===== src/rtl/i2c_resp_regs.sv =====
// I2C responder exposing a small control/GPIO register file to an external master.
// Oversamples SCL/SDA on bbc_ck8 and only ever pulls SDA low (open-drain).
//
// Ports:
//   bbc_ck8   in   system clock (8 MHz)
//   reset     in   asynchronous reset, active-high
//   scl_in    in   raw SCL pin level
//   sda_in    in   raw SDA pin level
//   sda_oe    out  1 = pull SDA low
//   gpio_in   in   raw GPIO pin levels
//   gpio_out  out  register 1
//   gpio_oe   out  register 2, 1 = drive
//   ctrl_q    out  register 0
//   busy      out  high from an addressed START until STOP or NACK
//
// Register map: 0 ctrl, 1 gpio_out, 2 gpio_oe, 3 synced gpio_in (RO), 4 ID_BYTE (RO),
// 5-7 read 0. The pointer auto-increments and persists across transactions.
module i2c_resp_regs #(
  parameter logic [6:0]  I2C_ADDR = 7'h2A,
  parameter int unsigned GPIO_SZ  = 7,
  parameter logic [7:0]  ID_BYTE  = 8'hB8
) (
  input  logic               bbc_ck8,
  input  logic               reset,
  input  logic               scl_in,
  input  logic               sda_in,
  output logic               sda_oe,
  input  logic [GPIO_SZ-1:0] gpio_in,
  output logic [GPIO_SZ-1:0] gpio_out,
  output logic [GPIO_SZ-1:0] gpio_oe,
  output logic [7:0]         ctrl_q,
  output logic               busy
);

  typedef enum logic [3:0] {
    StIdle,
    StAddr,
    StAddrAck,
    StPtr,
    StPtrAck,
    StWdata,
    StWdataAck,
    StRdata,
    StRdataAck
  } state_e;

  // [0] first stage, [1] synchronized value, [2] history for edge detection
  logic [2:0]         scl_sync_q, sda_sync_q;
  logic [GPIO_SZ-1:0] gpio_meta_q, gpio_sync_q;

  always_ff @(posedge bbc_ck8 or posedge reset) begin
    if (reset) begin
      scl_sync_q  <= '1;
      sda_sync_q  <= '1;
      gpio_meta_q <= '1;
      gpio_sync_q <= '1;
    end else begin
      scl_sync_q  <= {scl_sync_q[1:0], scl_in};
      sda_sync_q  <= {sda_sync_q[1:0], sda_in};
      gpio_meta_q <= gpio_in;
      gpio_sync_q <= gpio_meta_q;
    end
  end

  logic scl_rise, scl_fall, start_det, stop_det, sda_bit;

  assign sda_bit   = sda_sync_q[1];
  assign scl_rise  = scl_sync_q[1] & ~scl_sync_q[2];
  assign scl_fall  = ~scl_sync_q[1] & scl_sync_q[2];
  assign start_det = scl_sync_q[1] & scl_sync_q[2] & sda_sync_q[2] & ~sda_sync_q[1];
  assign stop_det  = scl_sync_q[1] & scl_sync_q[2] & ~sda_sync_q[2] & sda_sync_q[1];

  state_e             state_q, state_d;
  logic [3:0]         cnt_q, cnt_d;
  logic [7:0]         shift_q, shift_d;
  logic [2:0]         ptr_q, ptr_d;
  logic               sda_oe_q, sda_oe_d;
  logic               busy_q, busy_d;
  logic               rw_q, rw_d;
  logic               wr_pend_q, wr_pend_d;
  logic [7:0]         ctrl_d;
  logic [GPIO_SZ-1:0] gpio_out_q, gpio_out_d;
  logic [GPIO_SZ-1:0] gpio_oe_q, gpio_oe_d;
  logic [7:0]         rd_data;

  always_ff @(posedge bbc_ck8 or posedge reset) begin
    if (reset) begin
      state_q    <= StIdle;
      cnt_q      <= '0;
      shift_q    <= '0;
      ptr_q      <= '0;
      sda_oe_q   <= 1'b0;
      busy_q     <= 1'b0;
      rw_q       <= 1'b0;
      wr_pend_q  <= 1'b0;
      ctrl_q     <= '0;
      gpio_out_q <= '0;
      gpio_oe_q  <= '0;
    end else begin
      state_q    <= state_d;
      cnt_q      <= cnt_d;
      shift_q    <= shift_d;
      ptr_q      <= ptr_d;
      sda_oe_q   <= sda_oe_d;
      busy_q     <= busy_d;
      rw_q       <= rw_d;
      wr_pend_q  <= wr_pend_d;
      ctrl_q     <= ctrl_d;
      gpio_out_q <= gpio_out_d;
      gpio_oe_q  <= gpio_oe_d;
    end
  end

  // Read mux; narrow registers are zero-extended.
  always_comb begin
    rd_data = '0;
    case (ptr_q)
      3'd0:    rd_data = ctrl_q;
      3'd1:    rd_data[GPIO_SZ-1:0] = gpio_out_q;
      3'd2:    rd_data[GPIO_SZ-1:0] = gpio_oe_q;
      3'd3:    rd_data[GPIO_SZ-1:0] = gpio_sync_q;
      3'd4:    rd_data = ID_BYTE;
      default: rd_data = '0;
    endcase
  end

  always_comb begin
    state_d    = state_q;
    cnt_d      = cnt_q;
    shift_d    = shift_q;
    ptr_d      = ptr_q;
    sda_oe_d   = sda_oe_q;
    busy_d     = busy_q;
    rw_d       = rw_q;
    wr_pend_d  = 1'b0;
    ctrl_d     = ctrl_q;
    gpio_out_d = gpio_out_q;
    gpio_oe_d  = gpio_oe_q;

    // Register write lands one cycle after the 8th data bit, when shift_q holds the byte.
    if (wr_pend_q) begin
      case (ptr_q)
        3'd0:    ctrl_d = shift_q;
        3'd1:    gpio_out_d = shift_q[GPIO_SZ-1:0];
        3'd2:    gpio_oe_d = shift_q[GPIO_SZ-1:0];
        default: ;
      endcase
      ptr_d = ptr_q + 3'd1;
    end

    if (start_det) begin
      state_d  = StAddr;
      cnt_d    = '0;
      sda_oe_d = 1'b0;
    end else if (stop_det) begin
      state_d  = StIdle;
      sda_oe_d = 1'b0;
      busy_d   = 1'b0;
    end else begin
      case (state_q)
        StAddr, StPtr, StWdata: begin
          if (scl_rise) begin
            shift_d = {shift_q[6:0], sda_bit};
            cnt_d   = cnt_q + 4'd1;
            if (cnt_q == 4'd7) begin
              cnt_d = '0;
              case (state_q)
                StAddr: begin
                  if (shift_d[7:1] == I2C_ADDR) begin
                    state_d = StAddrAck;
                    busy_d  = 1'b1;
                    rw_d    = sda_bit;
                  end else begin
                    state_d = StIdle;
                  end
                end
                StPtr: begin
                  ptr_d   = shift_d[2:0];
                  state_d = StPtrAck;
                end
                default: begin
                  wr_pend_d = 1'b1;
                  state_d   = StWdataAck;
                end
              endcase
            end
          end
        end

        // First fall after bit 8 asserts the ACK, the fall after bit 9 ends it.
        StAddrAck, StPtrAck, StWdataAck: begin
          if (scl_fall) begin
            if (!sda_oe_q) begin
              sda_oe_d = 1'b1;
            end else begin
              sda_oe_d = 1'b0;
              cnt_d    = '0;
              if (state_q == StAddrAck && rw_q) begin
                shift_d  = rd_data;
                ptr_d    = ptr_q + 3'd1;
                sda_oe_d = ~rd_data[7];
                state_d  = StRdata;
              end else if (state_q == StAddrAck) begin
                state_d = StPtr;
              end else begin
                state_d = StWdata;
              end
            end
          end
        end

        // Bit 7 is already on the wire at entry; each fall presents the next bit.
        StRdata: begin
          if (scl_rise) begin
            cnt_d = cnt_q + 4'd1;
          end else if (scl_fall) begin
            if (cnt_q == 4'd8) begin
              sda_oe_d = 1'b0;
              cnt_d    = '0;
              state_d  = StRdataAck;
            end else begin
              shift_d  = {shift_q[6:0], 1'b0};
              sda_oe_d = ~shift_q[6];
            end
          end
        end

        // cnt_q == 1 marks "master ACKed, next byte due on the coming fall".
        StRdataAck: begin
          if (scl_rise) begin
            if (sda_bit) begin
              state_d = StIdle;
              busy_d  = 1'b0;
            end else begin
              cnt_d = 4'd1;
            end
          end else if (scl_fall && cnt_q == 4'd1) begin
            shift_d  = rd_data;
            ptr_d    = ptr_q + 3'd1;
            sda_oe_d = ~rd_data[7];
            cnt_d    = '0;
            state_d  = StRdata;
          end
        end

        default: ;
      endcase
    end
  end

  assign sda_oe   = sda_oe_q;
  assign busy     = busy_q;
  assign gpio_out = gpio_out_q;
  assign gpio_oe  = gpio_oe_q;

endmodule


===== config.mk =====
export PLATFORM = sky130hd
export DESIGN_NAME = i2c_resp_regs
export DESIGN_NICKNAME = d
export VERILOG_FILES = /design/src/rtl/i2c_resp_regs.sv
export SDC_FILE = /design/constraint.sdc
export NUM_CORES = 1
export LEC_CHECK = 0
export CAP_MARGIN = 0
export CORE_UTILIZATION = 36
export CTS_CLUSTER_SIZE = 20
export DETAILED_ROUTE_END_ITERATION = 16
export PLACE_DENSITY = 0.58
export REMOVE_ABC_BUFFERS = 1
export SLEW_MARGIN = 30
export SYNTH_ARGS = -nofsm -noshare
export SYNTH_HDL_FRONTEND = slang
export SYNTH_SLANG_ARGS = --single-unit

===== constraint.sdc =====
create_clock -name bbc_ck8 -period 4.85 [get_ports bbc_ck8]
set_input_delay 0.97 -clock bbc_ck8 [delete_from_list [all_inputs] [get_ports bbc_ck8]]
set_output_delay 0.97 -clock bbc_ck8 [all_outputs]
set_load 0.1 [all_outputs]

==> out/results.ini <==
[logic_synthesis]
synthesis.area_sq_um=3438
yosysTopAreaCellShare=0.3275
async_flop_share=1.000
synthCells=325
yosysMostFrequentCell=dfrtp_1
synth-seq-area-share=0.4803
synth_ff_type=dfrtp_1
synth_common_cells=dfrtp_1, mux2_2, nand2_1, nor2_1, dfstp_2
ys_ff_latch=65
ys_warn_count=0
syn_avg_cell_area_sq_um=10.58
synth_cell_types=57
synth_edf_count=0
netlist_top_cells_area=dfrtp_1, dfstp_2, mux2_2, ha_1, nand2_1
yosys.area.top_type=dfrtp_1

[cells_and_area]
fin_nets=377
drive_gt1_frac=0.2139
area_growth_pct=18.60
n_antenna_cell=0

[clock_tree]
clk_pin_slew_ns=0.07
postCtsResizedCells=0
insertion_delay_ns=0.35
cts_buffers=9
cts_root_buf=clkbuf_8
cts-htree-levels=3
tritoncts=built
cts.sinks=65
cts_setup_buffers=0
clockBufferDepth=2
ctsHoldBuffers=0

[drt]
drc_errors=0
post_drt_wl_per_cell_microns=16.77
drt-vias-per-instance=5.581
drt_iter0_drc=328
via_count=2729
first_pass_iters=5
wl_microns=8199
ant_nets=0

[grt]
grt_start_max_net_pins=49
grt.overflow.total=0
antenna_found_initial=0
grt_pass1_vias=2579
grt_pass1_wl_microns=13230
grt_use_total=0.1717

[timing]
fin_crit_sh=0.5999
worst_pin_slew_ns=0.9708
finalHoldViolCount=0
fmax_ghz=0.3437
fin_skew_ns=0.009261
rsz0062_at_grt=no
slew_violations=0
relSlewSlack=0.3507
fin_crit_ns=2.909
setup_viol=0
tns_ns=0

[power_and_ir_drop]
totalPowerFinal_mw=1.818
p_leak_nw=1.720
p_int_mw=1.097
seqPwrFrac=0.410
p_sw_frac=0.3963
combPwrFrac=0.332
p_per_area_nw_per_um2=445.8
clkPwrFrac=0.258
peakVddDrop_mv=0.1911
p_switching_uw=720.4

[floorplan]
coreArea_sq_um=9240
dieArea_sq_um=9946
die_y_microns=99.73
rows=35
die_w_microns=99.73
start_util=0.3721
num_io_pins=35

[worst_setup_path]
end_kind=output pin
crit_family=buffers and inverters
required_ns=3.88
arrival_ns=1.94
critPathLaunchType=flop
max_stage_delay_ns=1.17
worstPathCellList=clkdlybuf4s50_1
worstSetupPathType=flop to output pin
cp_num_buf_inv=1
crit_slowest_cell=clkdlybuf4s50_1
worstPathMaxFanout=6

[placed_design]
place_hpwl_microns=5669
gp_congestion=0.9125
io_buffers=34

[flow_run]
drv_cap=0

[hold_path]
hp-class=flop to flop

[status]
status=finished clean

[state kept, by name, summed over array words and instances (netlist names)]
signal       cells
ctrl_q           8
shift_q          8
gpio_meta_q      7
gpio_oe          7
gpio_out         7
gpio_sync_q      7
cnt_q            4
state_q          4
ptr_q            3
scl_sync_q       3
sda_sync_q       3
busy             1
rw_q             1
sda_oe           1
wr_pend_q        1
[cell type report]
| cell class | count | area [sq um] |
|---|---|---|
| multi-input combinational | 232 | 1668 |
| tap | 129 | 161.4 |
| clock inverter | 7 | 77.57 |
| timing repair buffer | 35 | 347.8 |
| sequential | 65 | 1652 |
| clock buffer | 9 | 123.9 |
| inverter | 12 | 47.55 |
| fill | 905 | 5162 |
[final timing paths]
| kind | cells after the start | slack (ns) | end | start |
|---|---|---|---|---|
| worst max-delay path | 1 | 1.94 | sda_oe | sda_oe$_DFFE_PP0P_ |
| worst min-delay path | 0 | 0.36 | gpio_sync_q[0]$_DFF_PP1_ | gpio_meta_q[0]$_DFF_PP1_ |
| worst max register to register | 6 | 2.22 | ptr_q[1]$_DFF_PP0_ | state_q[2]$_DFFE_PP0P_ |
| worst min register to register | 0 | 0.36 | gpio_sync_q[0]$_DFF_PP1_ | gpio_meta_q[0]$_DFF_PP1_ |
| max in group asynchronous | 3 | 3.07 | gpio_sync_q[2]$_DFF_PP1_ | reset |
| min in group asynchronous | 2 | 1.05 | rw_q$_DFFE_PP0P_ | reset |
[power by group through the flow]
stage	clock (mW)	sequential, mW	combinational, mW
after CTS	0.481	0.741	0.596
after floorplan	0	0.735	0.438
after detailed placement	0	0.752	0.594
after global placement	0	0.751	0.587
after global routing	0.502	0.758	0.662
final	0.469	0.745	0.603
[layer usage]
metal	global-route usage	up-vias	routed length (microns)
li1	-	1260	-
met1	0.2464	1375	3918
met2	0.2568	79	3812
met3	0.02952	15	312
met4	0.06900	0	155
met5	0	-	0
[cells by family after synthesis]
group | count (synthesis) | share of synthesized area
fa+ha+maj | 11 | 0.04003
buf+inv | 28 | 0.03457
mux | 33 | 0.1077
compound gates | 87 | 0.1790
simple gates | 99 | 0.1532
xor+xnor | 2 | 0.005096
flops | 65 | 0.4803
[per-stage QoR]
stage | instances | hold WS (ns) | worst slack (ns) | util | cell area (sq um)
2_1_floorplan | 309 | 0.3452 | 2.287 | - | 3364
3_3_place_gp | 473 | 0.3459 | 2.303 | 0.4192 | 3874
3_5_place_dp | 473 | 0.3468 | 2.277 | 0.4195 | 3876
4_1_cts | 489 | 0.3578 | 1.926 | 0.4413 | 4078
5_1_grt | 489 | 0.3610 | 1.910 | 0.4413 | 4078
6_report | 489 | 0.3578 | 1.941 | 0.4413 | 4078
[cells in the final DEF, fill, tap and decap left out, drive strengths merged, types with 3 or more instances in the layout]
cell type | synthesis | final
a21o | 3 | 3
a21oi | 17 | 17
a222oi | 4 | 4
a22o | 7 | 7
a22oi | 6 | 6
a31oi | 3 | 3
and3b | 3 | 3
clkbuf | 8 | 9
clkdlybuf4s50 | 0 | 34
clkinvlp | 0 | 3
dfrtp | 45 | 45
dfstp | 20 | 20
ha | 11 | 11
inv | 12 | 14
mux2 | 32 | 32
nand2 | 26 | 26
nand3 | 12 | 12
nand3b | 5 | 5
nor2 | 24 | 24
nor2b | 4 | 4
nor3 | 7 | 7
nor4b | 4 | 4
o211ai | 5 | 5
o21a | 3 | 3
o21ai | 17 | 17
or2 | 4 | 4
[worst reg2reg max path: stages (launching register included)]
cell and delay, ns:
dfrtp_1 0.64, or2_1 0.38, a21oi_2 0.53, a21o_1 0.31
o21ai_1 0.10, a32o_1 0.21, a221o_1 0.35
Note: power is estimated with default switching activity, not from simulation.
